## src/rtl/clock_reset_gen_if.sv

```systemverilog
// Board-pin / core-facing signal bundle for clock_reset_gen.
// Latency: none, wires only. Backpressure: none, all signals are levels or one-cycle pulses.
// Optional CLKGEN_TICK_COUNT_EN adds the tick_cnt observation bus.
interface clock_reset_gen_if #(
    parameter int DIV_W = 24
);
    // Raw board inputs (asynchronous to clk except div_val)
    logic             rst_btn_n;
    logic             step_btn_n;
    logic             mode_step;
    logic [DIV_W-1:0] div_val;

    // Generated core controls
    logic             clk_en;
    logic             core_rst_n;
    logic [1:0]       btn_db;
`ifdef CLKGEN_TICK_COUNT_EN
    logic [31:0]      tick_cnt;
`endif

    // Generator side
    modport master (
`ifdef CLKGEN_TICK_COUNT_EN
        output tick_cnt,
`endif
        input  rst_btn_n,
        input  step_btn_n,
        input  mode_step,
        input  div_val,
        output clk_en,
        output core_rst_n,
        output btn_db
    );

    // Board / core side
    modport slave (
`ifdef CLKGEN_TICK_COUNT_EN
        input  tick_cnt,
`endif
        output rst_btn_n,
        output step_btn_n,
        output mode_step,
        output div_val,
        input  clk_en,
        input  core_rst_n,
        input  btn_db
    );
endinterface

```

## src/rtl/clock_reset_gen.sv

```systemverilog
// Clock-enable divider, debounced/stretched core reset and single-step generator for the d16 core.
// Latency: clk_en 1 cycle after divider match or debounced step press; core_rst_n 1 cycle after debounced reset press.
// Backpressure: none; the core qualifies its registers with clk_en. Optional macro CLKGEN_TICK_COUNT_EN adds tick_cnt.
module clock_reset_gen #(
    parameter int DIV_W       = 24,
    parameter int SYNC_STAGES = 3,
    parameter int DEB_CYCLES  = 50000,
    parameter int RST_HOLD    = 16
) (
    input  logic              clk,
    input  logic              rst_n,
    clock_reset_gen_if.master bus
);

    localparam int DEB_W  = (DEB_CYCLES > 1) ? $clog2(DEB_CYCLES) : 1;
    localparam int HOLD_W = (RST_HOLD > 1) ? $clog2(RST_HOLD) : 1;

    localparam logic [DEB_W-1:0]  DEB_LAST  = DEB_W'(DEB_CYCLES - 1);
    localparam logic [HOLD_W-1:0] HOLD_LAST = HOLD_W'(RST_HOLD - 1);

    // Bit 0 of the debounce pair is the reset button, bit 1 the step button,
    // matching the {step, rst} ordering of btn_db.
    localparam int RST_IDX  = 0;
    localparam int STEP_IDX = 1;

    typedef enum logic [1:0] {
        ST_ASSERT = 2'd0,
        ST_HOLD   = 2'd1,
        ST_RUN    = 2'd2
    } rst_state_e;

    // ------------------------------------------------------------------
    // Synchronisers: idle level of every input is 1, so reset fills with 1s
    // ------------------------------------------------------------------
    logic [SYNC_STAGES-1:0] rst_sync_q;
    logic [SYNC_STAGES-1:0] step_sync_q;
    logic [SYNC_STAGES-1:0] mode_sync_q;

    logic [1:0] btn_sync;
    logic       mode_sync;

    // Shift each raw input through its own flop chain
    always_ff @(posedge clk or negedge rst_n) begin
        if (!rst_n) begin
            rst_sync_q  <= '1;
            step_sync_q <= '1;
            mode_sync_q <= '1;
        end else begin
            rst_sync_q  <= {rst_sync_q[SYNC_STAGES-2:0],  bus.rst_btn_n};
            step_sync_q <= {step_sync_q[SYNC_STAGES-2:0], bus.step_btn_n};
            mode_sync_q <= {mode_sync_q[SYNC_STAGES-2:0], bus.mode_step};
        end
    end

    assign btn_sync[RST_IDX]  = rst_sync_q[SYNC_STAGES-1];
    assign btn_sync[STEP_IDX] = step_sync_q[SYNC_STAGES-1];
    // The mode switch is a slow level; synchronisation alone is enough.
    assign mode_sync          = mode_sync_q[SYNC_STAGES-1];

    // ------------------------------------------------------------------
    // Debouncers: level follows the input only after DEB_CYCLES stable cycles
    // ------------------------------------------------------------------
    logic [1:0]            db_q;
    logic [1:0]            db_d;
    logic [1:0][DEB_W-1:0] deb_cnt_q;
    logic [1:0][DEB_W-1:0] deb_cnt_d;

    // Any return to the current level clears the count, so short glitches never land
    always_comb begin
        db_d      = db_q;
        deb_cnt_d = '0;
        for (int i = 0; i < 2; i++) begin
            if (btn_sync[i] != db_q[i]) begin
                if (deb_cnt_q[i] == DEB_LAST) begin
                    db_d[i] = btn_sync[i];
                end else begin
                    deb_cnt_d[i] = deb_cnt_q[i] + 1'b1;
                end
            end
        end
    end

    // Debounced levels and their stability counters
    always_ff @(posedge clk or negedge rst_n) begin
        if (!rst_n) begin
            db_q      <= 2'b11;
            deb_cnt_q <= '0;
        end else begin
            db_q      <= db_d;
            deb_cnt_q <= deb_cnt_d;
        end
    end

    // ------------------------------------------------------------------
    // Core reset FSM: ASSERT while pressed, HOLD for RST_HOLD cycles, then RUN
    // ------------------------------------------------------------------
    rst_state_e        state_q;
    rst_state_e        state_d;
    logic [HOLD_W-1:0] hold_q;
    logic [HOLD_W-1:0] hold_d;
    logic              core_rst_n_q;
    logic              core_rst_n_d;

    // Next-state logic; a press always wins, even on the last HOLD cycle
    always_comb begin
        state_d = state_q;
        hold_d  = '0;
        case (state_q)
            ST_RUN: begin
                if (!db_q[RST_IDX]) begin
                    state_d = ST_ASSERT;
                end
            end
            ST_ASSERT: begin
                if (db_q[RST_IDX]) begin
                    state_d = ST_HOLD;
                end
            end
            ST_HOLD: begin
                if (!db_q[RST_IDX]) begin
                    state_d = ST_ASSERT;
                end else if (hold_q == HOLD_LAST) begin
                    state_d = ST_RUN;
                end else begin
                    hold_d = hold_q + 1'b1;
                end
            end
            default: begin
                state_d = ST_HOLD;
            end
        endcase
    end

    // Registering from the next state keeps core_rst_n glitch-free with no extra cycle
    assign core_rst_n_d = (state_d == ST_RUN);

    // State, hold counter and registered core reset; power-on starts in HOLD
    always_ff @(posedge clk or negedge rst_n) begin
        if (!rst_n) begin
            state_q      <= ST_HOLD;
            hold_q       <= '0;
            core_rst_n_q <= 1'b0;
        end else begin
            state_q      <= state_d;
            hold_q       <= hold_d;
            core_rst_n_q <= core_rst_n_d;
        end
    end

    // ------------------------------------------------------------------
    // clk_en generation: free-running divider or one pulse per step press
    // ------------------------------------------------------------------
    logic [DIV_W-1:0] div_q;
    logic [DIV_W-1:0] div_d;
    logic             clk_en_q;
    logic             clk_en_d;
    logic             step_prev_q;
    logic             step_fall;

    // Tracked in both modes so a press made in free-run cannot fire later in step mode
    assign step_fall = step_prev_q & ~db_q[STEP_IDX];

    // Divider is not gated by core reset: the core must see enables while held in reset.
    // A div_val lowered below the current count lets the counter wrap naturally, no pulse.
    always_comb begin
        div_d    = div_q;
        clk_en_d = 1'b0;
        if (mode_sync) begin
            div_d    = '0;
            clk_en_d = step_fall;
        end else if (div_q == bus.div_val) begin
            div_d    = '0;
            clk_en_d = 1'b1;
        end else begin
            div_d = div_q + 1'b1;
        end
    end

    // Divider count, registered enable and step edge history
    always_ff @(posedge clk or negedge rst_n) begin
        if (!rst_n) begin
            div_q       <= '0;
            clk_en_q    <= 1'b0;
            step_prev_q <= 1'b1;
        end else begin
            div_q       <= div_d;
            clk_en_q    <= clk_en_d;
            step_prev_q <= db_q[STEP_IDX];
        end
    end

`ifdef CLKGEN_TICK_COUNT_EN
    // ------------------------------------------------------------------
    // Enabled-edge counter, only meaningful while the core is out of reset
    // ------------------------------------------------------------------
    logic [31:0] tick_cnt_q;
    logic [31:0] tick_cnt_d;

    // Cleared from the next core reset so it reads 0 in the same cycle core_rst_n drops
    always_comb begin
        tick_cnt_d = tick_cnt_q;
        if (!core_rst_n_d) begin
            tick_cnt_d = '0;
        end else if (clk_en_q && core_rst_n_q) begin
            tick_cnt_d = tick_cnt_q + 32'd1;
        end
    end

    // Tick counter register
    always_ff @(posedge clk or negedge rst_n) begin
        if (!rst_n) begin
            tick_cnt_q <= '0;
        end else begin
            tick_cnt_q <= tick_cnt_d;
        end
    end

    assign bus.tick_cnt = tick_cnt_q;
`endif

    assign bus.clk_en     = clk_en_q;
    assign bus.core_rst_n = core_rst_n_q;
    assign bus.btn_db     = db_q;

endmodule

```

## src/flat_wrapper.sv

```systemverilog
// flat-port wrapper written by rule: the top's interface ports become plain ports
module clock_reset_gen_flat 
#(
    parameter int DIV_W       = 24,
    parameter int SYNC_STAGES = 3,
    parameter int DEB_CYCLES  = 50000,
    parameter int RST_HOLD    = 16
)
  (clk, rst_n, bus_rst_btn_n, bus_step_btn_n, bus_mode_step, bus_div_val, bus_clk_en, bus_core_rst_n, bus_btn_db);
  clock_reset_gen_if #(.DIV_W(DIV_W)) bus_i ();
  input  logic clk;
  input  logic rst_n;
  input wire logic [$bits(bus_i.rst_btn_n)-1:0] bus_rst_btn_n;
  input wire logic [$bits(bus_i.step_btn_n)-1:0] bus_step_btn_n;
  input wire logic [$bits(bus_i.mode_step)-1:0] bus_mode_step;
  input wire logic [$bits(bus_i.div_val)-1:0] bus_div_val;
  output wire logic [$bits(bus_i.clk_en)-1:0] bus_clk_en;
  output wire logic [$bits(bus_i.core_rst_n)-1:0] bus_core_rst_n;
  output wire logic [$bits(bus_i.btn_db)-1:0] bus_btn_db;
  assign bus_i.rst_btn_n = bus_rst_btn_n;
  assign bus_i.step_btn_n = bus_step_btn_n;
  assign bus_i.mode_step = bus_mode_step;
  assign bus_i.div_val = bus_div_val;
  assign bus_clk_en = bus_i.clk_en;
  assign bus_core_rst_n = bus_i.core_rst_n;
  assign bus_btn_db = bus_i.btn_db;
  clock_reset_gen #(.DIV_W(DIV_W), .SYNC_STAGES(SYNC_STAGES), .DEB_CYCLES(DEB_CYCLES), .RST_HOLD(RST_HOLD)) u_core (.clk(clk), .rst_n(rst_n), .bus(bus_i));
endmodule
```

## config.mk

```make
export PLATFORM = sky130hd
export DESIGN_NAME = clock_reset_gen_flat
export DESIGN_NICKNAME = d
export VERILOG_FILES = /design/src/rtl/clock_reset_gen_if.sv /design/src/rtl/clock_reset_gen.sv /design/src/flat_wrapper.sv
export SDC_FILE = /design/constraint.sdc
export NUM_CORES = 1
export LEC_CHECK = 0
export BUFFER_PORTS_ARGS = -buffer_cell sky130_fd_sc_hd__buf_2
export CELL_PAD_IN_SITES_DETAIL_PLACEMENT = 0
export CELL_PAD_IN_SITES_GLOBAL_PLACEMENT = 1
export CORE_MARGIN = 2
export CORE_UTILIZATION = 51
export DETAILED_ROUTE_END_ITERATION = 6
export HOLD_SLACK_MARGIN = 0.15
export PLACE_DENSITY_LB_ADDON = 0.1
export SETUP_SLACK_MARGIN = 0.02
export SLEW_MARGIN = 15
export SYNTH_ARGS = -nofsm -noshare
export SYNTH_HDL_FRONTEND = slang
export SYNTH_SLANG_ARGS = --single-unit
export TNS_END_PERCENT = 50
```

## constraint.sdc

```tcl
create_clock -name clk -period 2.71 [get_ports clk]
set_clock_uncertainty 0.05 [all_clocks]
set_input_delay 0.271 -clock clk [delete_from_list [all_inputs] [get_ports clk]]
set_output_delay 0.271 -clock clk [all_outputs]
set_load 0.02 [all_outputs]
```

Word-level counts from Yosys, hierarchy flattened

Index checks and enable logic that the tools add are counted.

Register bits after elaboration: 76
Input port bits: 29
Output and inout port bits: 4
Logic and storage cells: 47

$add $sub $neg: 4
Equal/unequal tests: 9
Multiplexer cells: 16
Bitwise gates (word level): 2
Reduce and logical (&&, ||, !) cells: 3

Operator list:

| cell                    | count |
|---|---|
| $mux W16                | 4 |
| $mux W24                | 2 |
| $add A16 B1 Y16 const B | 2 |
| $eq A16 B16 Y1 const B  | 2 |
| $add A24 B1 Y24 const B | 1 |
| $eq A24 B24 Y1          | 1 |
| $mux W4                 | 3 |
| $mux W2                 | 4 |
| $pmux W2 S3             | 1 |
| $add A4 B1 Y4 const B   | 1 |
| $eq A2 B2 Y1 const B    | 2 |
| $eq A4 B4 Y1 const B    | 1 |
| $reduce_and A2 Y1       | 2 |
| $eq A2 B1 Y1 const B    | 1 |
| $logic_not A2 Y1        | 1 |
| $mux W1                 | 2 |
| $ne A1 B1 Y1            | 2 |
| $and A1 B1 Y1           | 1 |
| $not A1 Y1              | 1 |

Longest topological paths before layout

Gate-level depths: netlist of run 1.

Word-level depth: 5
Gate-level depth with buffers: 6
Depth with buffers taken out: 5

Worst setup path after synthesis of run 1

No wires, ideal clock.

Path type: register -> register
Start: register u_core.div_q[3]
End: register u_core.div_q[15]
Setup time: 87 ps
Arrival time: 1610 ps
Data required time: 2573 ps
Setup slack: 964 ps
Cell stages (with the launch flop): 7
Buffers on the path: 2
Clock period less this slack: 1746 ps
Cells stage by stage: dfrtp_1 > clkbuf_2 > nand4_4 > or4_1 > buf_2 > xor2_1 > a211oi_2

Word-level cells in the longest chain between the ends: 3
Elaborated cells between the ends (all ways): 4
Those cells by class: add/sub (1); eq/ne (1); mux (2)

Ends and longest elaborated chain:

| element                                           | RTL line                                       | RTL |
|---|---|---|
| start: declaration                                | clock_reset_gen.sv:153                         | `logic [DIV_W-1:0] div_q;` |
| start signal: assignment                          | clock_reset_gen.sv:186                         | `div_q <= div_d;` |
| $add A24 B1 Y24 or $eq A24 B24 Y1 (tied branches) | clock_reset_gen.sv:175, clock_reset_gen.sv:171 |  |
| $mux W24 (*)                                      | clock_reset_gen.sv:171                         | `end else if (div_q == bus.div_val) begin` |
| $mux W24 (*)                                      | clock_reset_gen.sv:168                         | `if (mode_sync) begin` |
| via u_core.div_d[15]                              | clock_reset_gen.sv:154                         | `logic [DIV_W-1:0] div_d;` |

Mark *: on every way through the listed nets, which the timed path passes. The rest lies on a longest branch.
A chain may end at the register's enable or synchronous reset.

Worst setup path after layout of run 1

Start: register u_core.div_q[7]
End: register u_core.div_q[16]

Same word-level chain as after synthesis.

==> results by group, run 1 <==
Run status
  • Status: completed

Route
  • Post-route DRC: 0
  • TritonRoute pass-1 iters: 6
  • Antenna viol nets, final: 0
  • Wire length per cell: 14.61 um
  • WL final: 7698 um
  • Via density: 5.431
  • Initial DRC count: 91
  • Via count: 2862

Power
  • Total power draw: 2.228 mW
  • Peak VDD IR: 0.3510 mV
  • Leak Pwr: 1.745 nW
  • Pwr/cell area: 500.9 nW/um^2

Timing
  • Fmax: 0.4987 GHz
  • Tmin final: 2.005 ns
  • TNS Setup: 0 ns
  • Slew @ Worst Pin: 0.9385 ns
  • Final setup vio count: 0
  • Final Hold Vio Count: 0
  • Slew Limit Fails: 0
  • RSZ-0062 raised after global routing: false
  • Max-slew headroom: 37.44%
  • Fin crit share: 73.99%

Global route
  • Vias in the first global route: 2816
  • Congestion Overflow GR: 0
  • Gr usage total: 19.81%
  • Initial antenna violation count: 0
  • Largest net degree at the start of global routing: 77
  • First-pass GRT wire length: 13340 um

Worst setup path
  • Slowest library cell on the worst path: or4_1
  • CP bufs+invs: 0
  • CP max FO: 9
  • Startpoint Class: flip-flop
  • Crit path max-delay family: simple AND/OR/NAND/NOR gates
  • Crit-path max cell delay: 0.52 ns
  • Crit-path cells: nand4_1 > or2_0 > or4_1 > a221oi_2
  • CP Capture Type: flip-flop
  • Req. time, crit path: 2.90 ns
  • Critical Path AT: 2.20 ns
  • Crit Path Category: reg2reg

Layout
  • Area of the multi-input gates: 1888 um^2
  • Share of cells above drive strength 1: 16.71%
  • Fillers: 701
  • Area grow syn2layout: 12.93%
  • Finished Core Util: 58.47%
  • Sequential cell area: 1918 um^2
  • N_diodes: 0
  • NumNets Final: 453

Synthesis
  • Synth Area in Compound Gates: 10.64%
  • Post-Syn Nets: 419
  • Main combinational cell family by area after synthesis: simple AND/OR/NAND/NOR gates
  • Flops & latches, synth: 76
  • Synth Area in Adders: 1.271%
  • Dominant cells by area after synthesis: dfrtp_1, xnor2_1, dfstp_2
  • Cell taking the most area after synthesis: dfrtp_1
  • XOR/XNOR Fraction of Synth Area: 14.90%
  • Seq/Total Area, Yosys: 48.70%
  • Cells after Synth: 386
  • Mux contribution to synthesized area: 0.5718%
  • Netlist cell types: 42
  • Cell Area, Synth: 3939 um^2
  • Yosys top cell area share: 40.03%
  • Syn avg cell area: 10.20 um^2
  • Syn. warnings: 0
  • Simple-Gate Fraction of Synth Area: 20.55%

Run
  • Max Cap Violations: 0

Placed design
  • Placer Congestion: 0.8241
  • Detailed Place HPWL: 5285 um
  • Port Buffers: 32

CTS
  • Clock buffer depth: 2
  • CTS tree: built
  • Clock sinks: 76
  • Worst skew pair latency: 0.34 ns
  • CTS clk-pin slew, worst paths: 0.07 ns
  • Postcts setup bufs: 0
  • H-tree level count: 3
  • TritonCTS buffer count: 9
  • CTS Root Cell: clkbuf_8

Floorplanning
  • Die Y: 91.88 um
  • Core outline area: 7607 um^2
  • Die span in x: 91.88 um
  • Die area: 8442 um^2
  • Initial cell density of the core: 51.78%
  • Row Count: 32
  • Top Ports: 33

Min path
  • Min-delay worst type: reg2reg
[cells in the final DEF (no fill, tap or decap), types with 7 or more instances in the layout]
master     n
xnor2_1   56
a211oi_1  14
nor3_1    10
nor2_1    41
buf_2     31
nand2_1   21
inv_1     15
o41ai_1    7
nor4_1    11
clkbuf_8  10
xor2_1    11
dfrtp_1   63
nand4_1   22
nand3_1   16
dfstp_2   13
a21oi_1   14
[per-layer routing]
metal | up-vias | GRT usage [%] | part of all wire, %
li1 | 1452 | - | -
met1 | 1357 | 26.94 | 50
met4 | 0 | 7.587 | 1.6
met5 | - | 0 | 0
met2 | 43 | 32.29 | 46
met3 | 10 | 2.876 | 2.4
[kinds of logic after synthesis]
| family | Yosys count |
|---|---|
| XOR/XNOR | 67 |
| AO/OA/AOI/OAI | 57 |
| flip-flops | 76 |
| adder cells (fa/ha/maj) | 4 |
| AND/OR/NAND/NOR | 147 |
| buffers and inverters | 33 |
| multiplexers | 2 |
[what timing repair did]
item,CTS,global route
endpoints found under the hold margin,66,0
resized for setup,0,0
hold buffers,4,0
setup endpoints to repair,0,0
[synth_stat cells]
cell type and count:
clkbuf_2 3, or4_1 3, nand2_1 21, mux2_2 2
o21a_1 2, ha_1 4, nor3_1 10, a221oi_2 1
o211ai_1 3, xnor2_1 56, and4_1 2, a211oi_1 14
or2_0 1, dfstp_2 13, nor4b_1 2, inv_1 15
o21ai_0 1, a21oi_1 14, nor4bb_1 4, and2_1 2
a311oi_1 1, nor4_4 1, xor2_1 11, nor2b_1 1
clkbuf_1 11, o2111ai_1 4, a32o_1 1, a211oi_2 1
dfrtp_1 63, nand3b_1 1, nor2_1 41, nor4_1 11
nand4_1 22, buf_2 4, and3_1 5, nor3b_1 2
o41ai_1 7, a21o_1 5, nand4_4 2, a31oi_1 1
o31ai_1 2, nand3_1 16
[per-stage QoR]
stage,instance area [um^2],setup slack [ns],instances,hold slack (ns)
floorplan,3939,0.9637,386,-0.07459
global placement,4190,0.7444,507,0.2956
detailed placement,4190,0.6967,507,0.2981
CTS,4448,0.6822,527,0.3010
global route,4448,0.5676,527,0.3072
finish,4448,0.7049,527,0.2978
[power by group]
group	switching [mW]	internal, mW
Combinational	0.0575	0.0457
Sequential	0.0198	1.16
Clock	0.404	0.544
Total	0.482	1.75
[state kept, by name, summed over array words and instances (netlist names)]
| register | count |
|---|---|
| u_core.hold_q | 4 |
| u_core.step_sync_q | 3 |
| u_core.div_q | 24 |
| u_core.bus.core_rst_n | 1 |
| u_core.state_q | 2 |
| u_core.bus.btn_db | 2 |
| u_core.rst_sync_q | 3 |
| u_core.bus.clk_en | 1 |
| u_core.step_prev_q | 1 |
| u_core.mode_sync_q | 3 |
| u_core.deb_cnt_q | 32 |
[final timing paths]
check | startpoint | endpoint | cells after the start | slack (ns)
worst max-delay path | u_core.div_q[7] | u_core.div_q[16] | 4 | 0.70
worst min-delay path | u_core.mode_sync_q[1] | u_core.mode_sync_q[2] | 0 | 0.30
worst max register to register | u_core.div_q[7] | u_core.div_q[16] | 4 | 0.70
worst min register to register | u_core.mode_sync_q[1] | u_core.mode_sync_q[2] | 0 | 0.30
max in group asynchronous | rst_n | u_core.state_q[1] | 2 | 1.43
min in group asynchronous | rst_n | u_core.div_q[5] | 2 | 0.57
[layout make-up]
class                   instances  area share (%)
clock inverters                 4           1.632
clock buffers                  12           3.263
multi-input cells             277           42.45
flip-flops and latches         76           43.12
inverters                      15           1.266
repair buffers                 41           5.401
well taps                     102           2.869
Power figures use the tool's default switching activity.
==> run 2, diff against run 1 <==
--- a/config.mk
+++ b/config.mk
@@ -9,7 +9,7 @@
 export CELL_PAD_IN_SITES_DETAIL_PLACEMENT = 0
 export CELL_PAD_IN_SITES_GLOBAL_PLACEMENT = 1
 export CORE_MARGIN = 2
-export CORE_UTILIZATION = 51
+export CORE_UTILIZATION = 47
 export DETAILED_ROUTE_END_ITERATION = 6
 export HOLD_SLACK_MARGIN = 0.15
 export PLACE_DENSITY_LB_ADDON = 0.1
==> constraint.sdc (replaced) <==
create_clock -name clk -period 2 [get_ports clk]
set_clock_uncertainty 0.05 [all_clocks]
set_input_delay 0.2 -clock clk [delete_from_list [all_inputs] [get_ports clk]]
set_output_delay 0.2 -clock clk [all_outputs]
set_load 0.02 [all_outputs]
==> run 2 against run 1 <==
  * Critical path depth is the same
  * Design area grew 2.6%
  * Sequential share of layout area shrank 1.1 points
  * Maximum frequency grew 6.0%
  * Count of clock-buffer cells in the layout is the same
  * Combinational power grew 46%
  * Highest routed layer unchanged
==> results by group, run 2 (same netlist as run 1, synthesis figures left out) <==
Timing
  • Slew Limit Fails: 0
  • Slew @ Worst Pin: 0.5577 ns
  • Tmin final: 1.892 ns
  • Max-slew headroom: 62.82%
  • Final setup vio count: 0
  • RSZ-0062 raised after global routing: true
  • Hold_ws: 0.3077 ns
  • Fin crit share: 94.61%
  • TNS Setup: 0 ns
  • Fmax: 0.5285 GHz
  • Final Hold Vio Count: 0

Layout
  • Most common cell after layout, fill and taps aside: dfrtp_1
  • Area of the multi-input gates: 1891 um^2
  • Fillers: 746
  • Share of cells above drive strength 1: 18.71%
  • Max FFs per register: 32
  • N_diodes: 0
  • Most frequent cells in the layout: dfrtp_1, xnor2_1, nor2_1
  • Area grow syn2layout: 15.82%
  • Largest registers: u_core.deb_cnt_q: 32 flops, u_core.div_q: 24 flops, u_core.hold_q: 4 flops
  • Sequential cell area: 1918 um^2
  • Top reg by flops: u_core.deb_cnt_q
  • NumNets Final: 461

Power
  • Leak Pwr: 1.797 nW
  • Peak VDD IR: 0.4028 mV
  • Pwr/cell area: 670.6 nW/um^2

Worst setup path
  • Crit path max-delay family: simple AND/OR/NAND/NOR gates
  • CP bufs+invs: 0
  • Crit-path max cell delay: 0.69 ns
  • Crit Path Category: reg2reg
  • Slowest library cell on the worst path: or4_1
  • Critical Path AT: 2.10 ns
  • Req. time, crit path: 2.21 ns
  • Crit-path cells: nand4_1 > or4_1 > xor2_1 > a211oi_2
  • Startpoint Class: flip-flop
  • CP max FO: 5
  • R2R Setup Slk: 0.11 ns
  • CP Capture Type: flip-flop

CTS
  • H-tree level count: 3
  • CTS clk-pin slew, worst paths: 0.08 ns
  • CTS tree: built
  • Clock buffer depth: 2
  • TritonCTS buffer count: 9
  • Clock sinks: 76
  • Postcts setup bufs: 0
  • Worst skew pair latency: 0.34 ns
  • CTS Root Cell: clkbuf_8

Placed design
  • Placer Congestion: 0.8032
  • Port Buffers: 32
  • Detailed Place HPWL: 5688 um

Run status
  • Status: completed

Route
  • Via count: 2950
  • TritonRoute pass-1 iters: 4
  • Antenna viol nets, final: 0
  • Top routing layer used: met4
  • WL met3: 254 um
  • Post-route DRC: 0
  • Met1 WL: 3927 um
  • WL final: 8162 um
  • WL met2: 3831 um
  • Via density: 5.483
  • Initial DRC count: 114
  • Wire length per cell: 15.17 um

Floorplanning
  • Row Count: 33
  • Die Y: 95.55 um
  • Die area: 9129 um^2
  • Initial cell density of the core: 48.18%
  • Core outline area: 8175 um^2
  • Die span in x: 95.55 um
  • Top Ports: 33

Run
  • Max Cap Violations: 0

Global route
  • Vias in the first global route: 2967
  • First-pass GRT wire length: 13980 um
  • Congestion Overflow GR: 0
  • Initial antenna violation count: 0
  • Largest net degree at the start of global routing: 43
  • Gr usage total: 19.78%

Min path
  • Min-delay worst type: reg2reg
==> run 2: cell types whose count changed in the layout (fill, tap and decap cells not counted), sizes merged <==
cell and delta:
buf +8
==> run 2: final cells by class <==
type / count / area share [%]
well taps: 105 / 2.880
flip-flops and latches: 76 / 42.05
clock inverters: 4 / 1.591
repair buffers: 49 / 7.405
multi-input cells: 277 / 41.44
inverters: 15 / 1.234
clock buffers: 12 / 3.401
==> run 2: metal layers <==
layer	vias to the layer above	global-route usage, %
met5	-	0
met4	0	8.571
met3	11	3.478
met2	61	31.93
met1	1413	26.17
li1	1465	-
==> run 2: worst register-to-register path: stages, from the launching register on <==
cell and delay (ns):
dfrtp_1 0.43, nand4_1 0.24, or4_1 0.69, xor2_1 0.21
a211oi_2 0.20
==> run 2: path summary, 6_finish.rpt <==
check,startpoint,to,cells past startpoint
max,u_core.div_q[9],u_core.div_q[15],4
min,u_core.step_sync_q[1],u_core.step_sync_q[2],0
max reg2reg,u_core.div_q[9],u_core.div_q[15],4
min reg2reg,u_core.step_sync_q[1],u_core.step_sync_q[2],0
max in group asynchronous,rst_n,u_core.mode_sync_q[1],3
min in group asynchronous,rst_n,u_core.div_q[22],2
==> run 2: repair_timing <==
item,4_1_cts,5_1_grt
hold buffers,4,0
endpoints found under the setup margin,0,16
endpoints found under the hold margin,39,0
resized for setup,0,1
==> run 2: stage by stage <==
stage / setup WS, ns / area [um^2] / instances / util (%) / total power, mW
final: 0.1077 / 4562 / 538 / 55.80 / 3.059
after global routing: 0.01916 / 4562 / 538 / 55.80 / 3.184
after CTS: 0.1137 / 4559 / 538 / 55.77 / 3.105
after detailed placement: 0.1365 / 4292 / 518 / 52.49 / 1.771
after global placement: 0.1819 / 4292 / 518 / 52.49 / 1.769
after floorplan: 0.2537 / 3939 / 386 / - / 1.680
==> run 2: power by group <==
group	internal (mW)	switching, mW
combinational	0.0672	0.0831
sequential	1.57	0.0257
clock	0.770	0.546
total	2.40	0.655
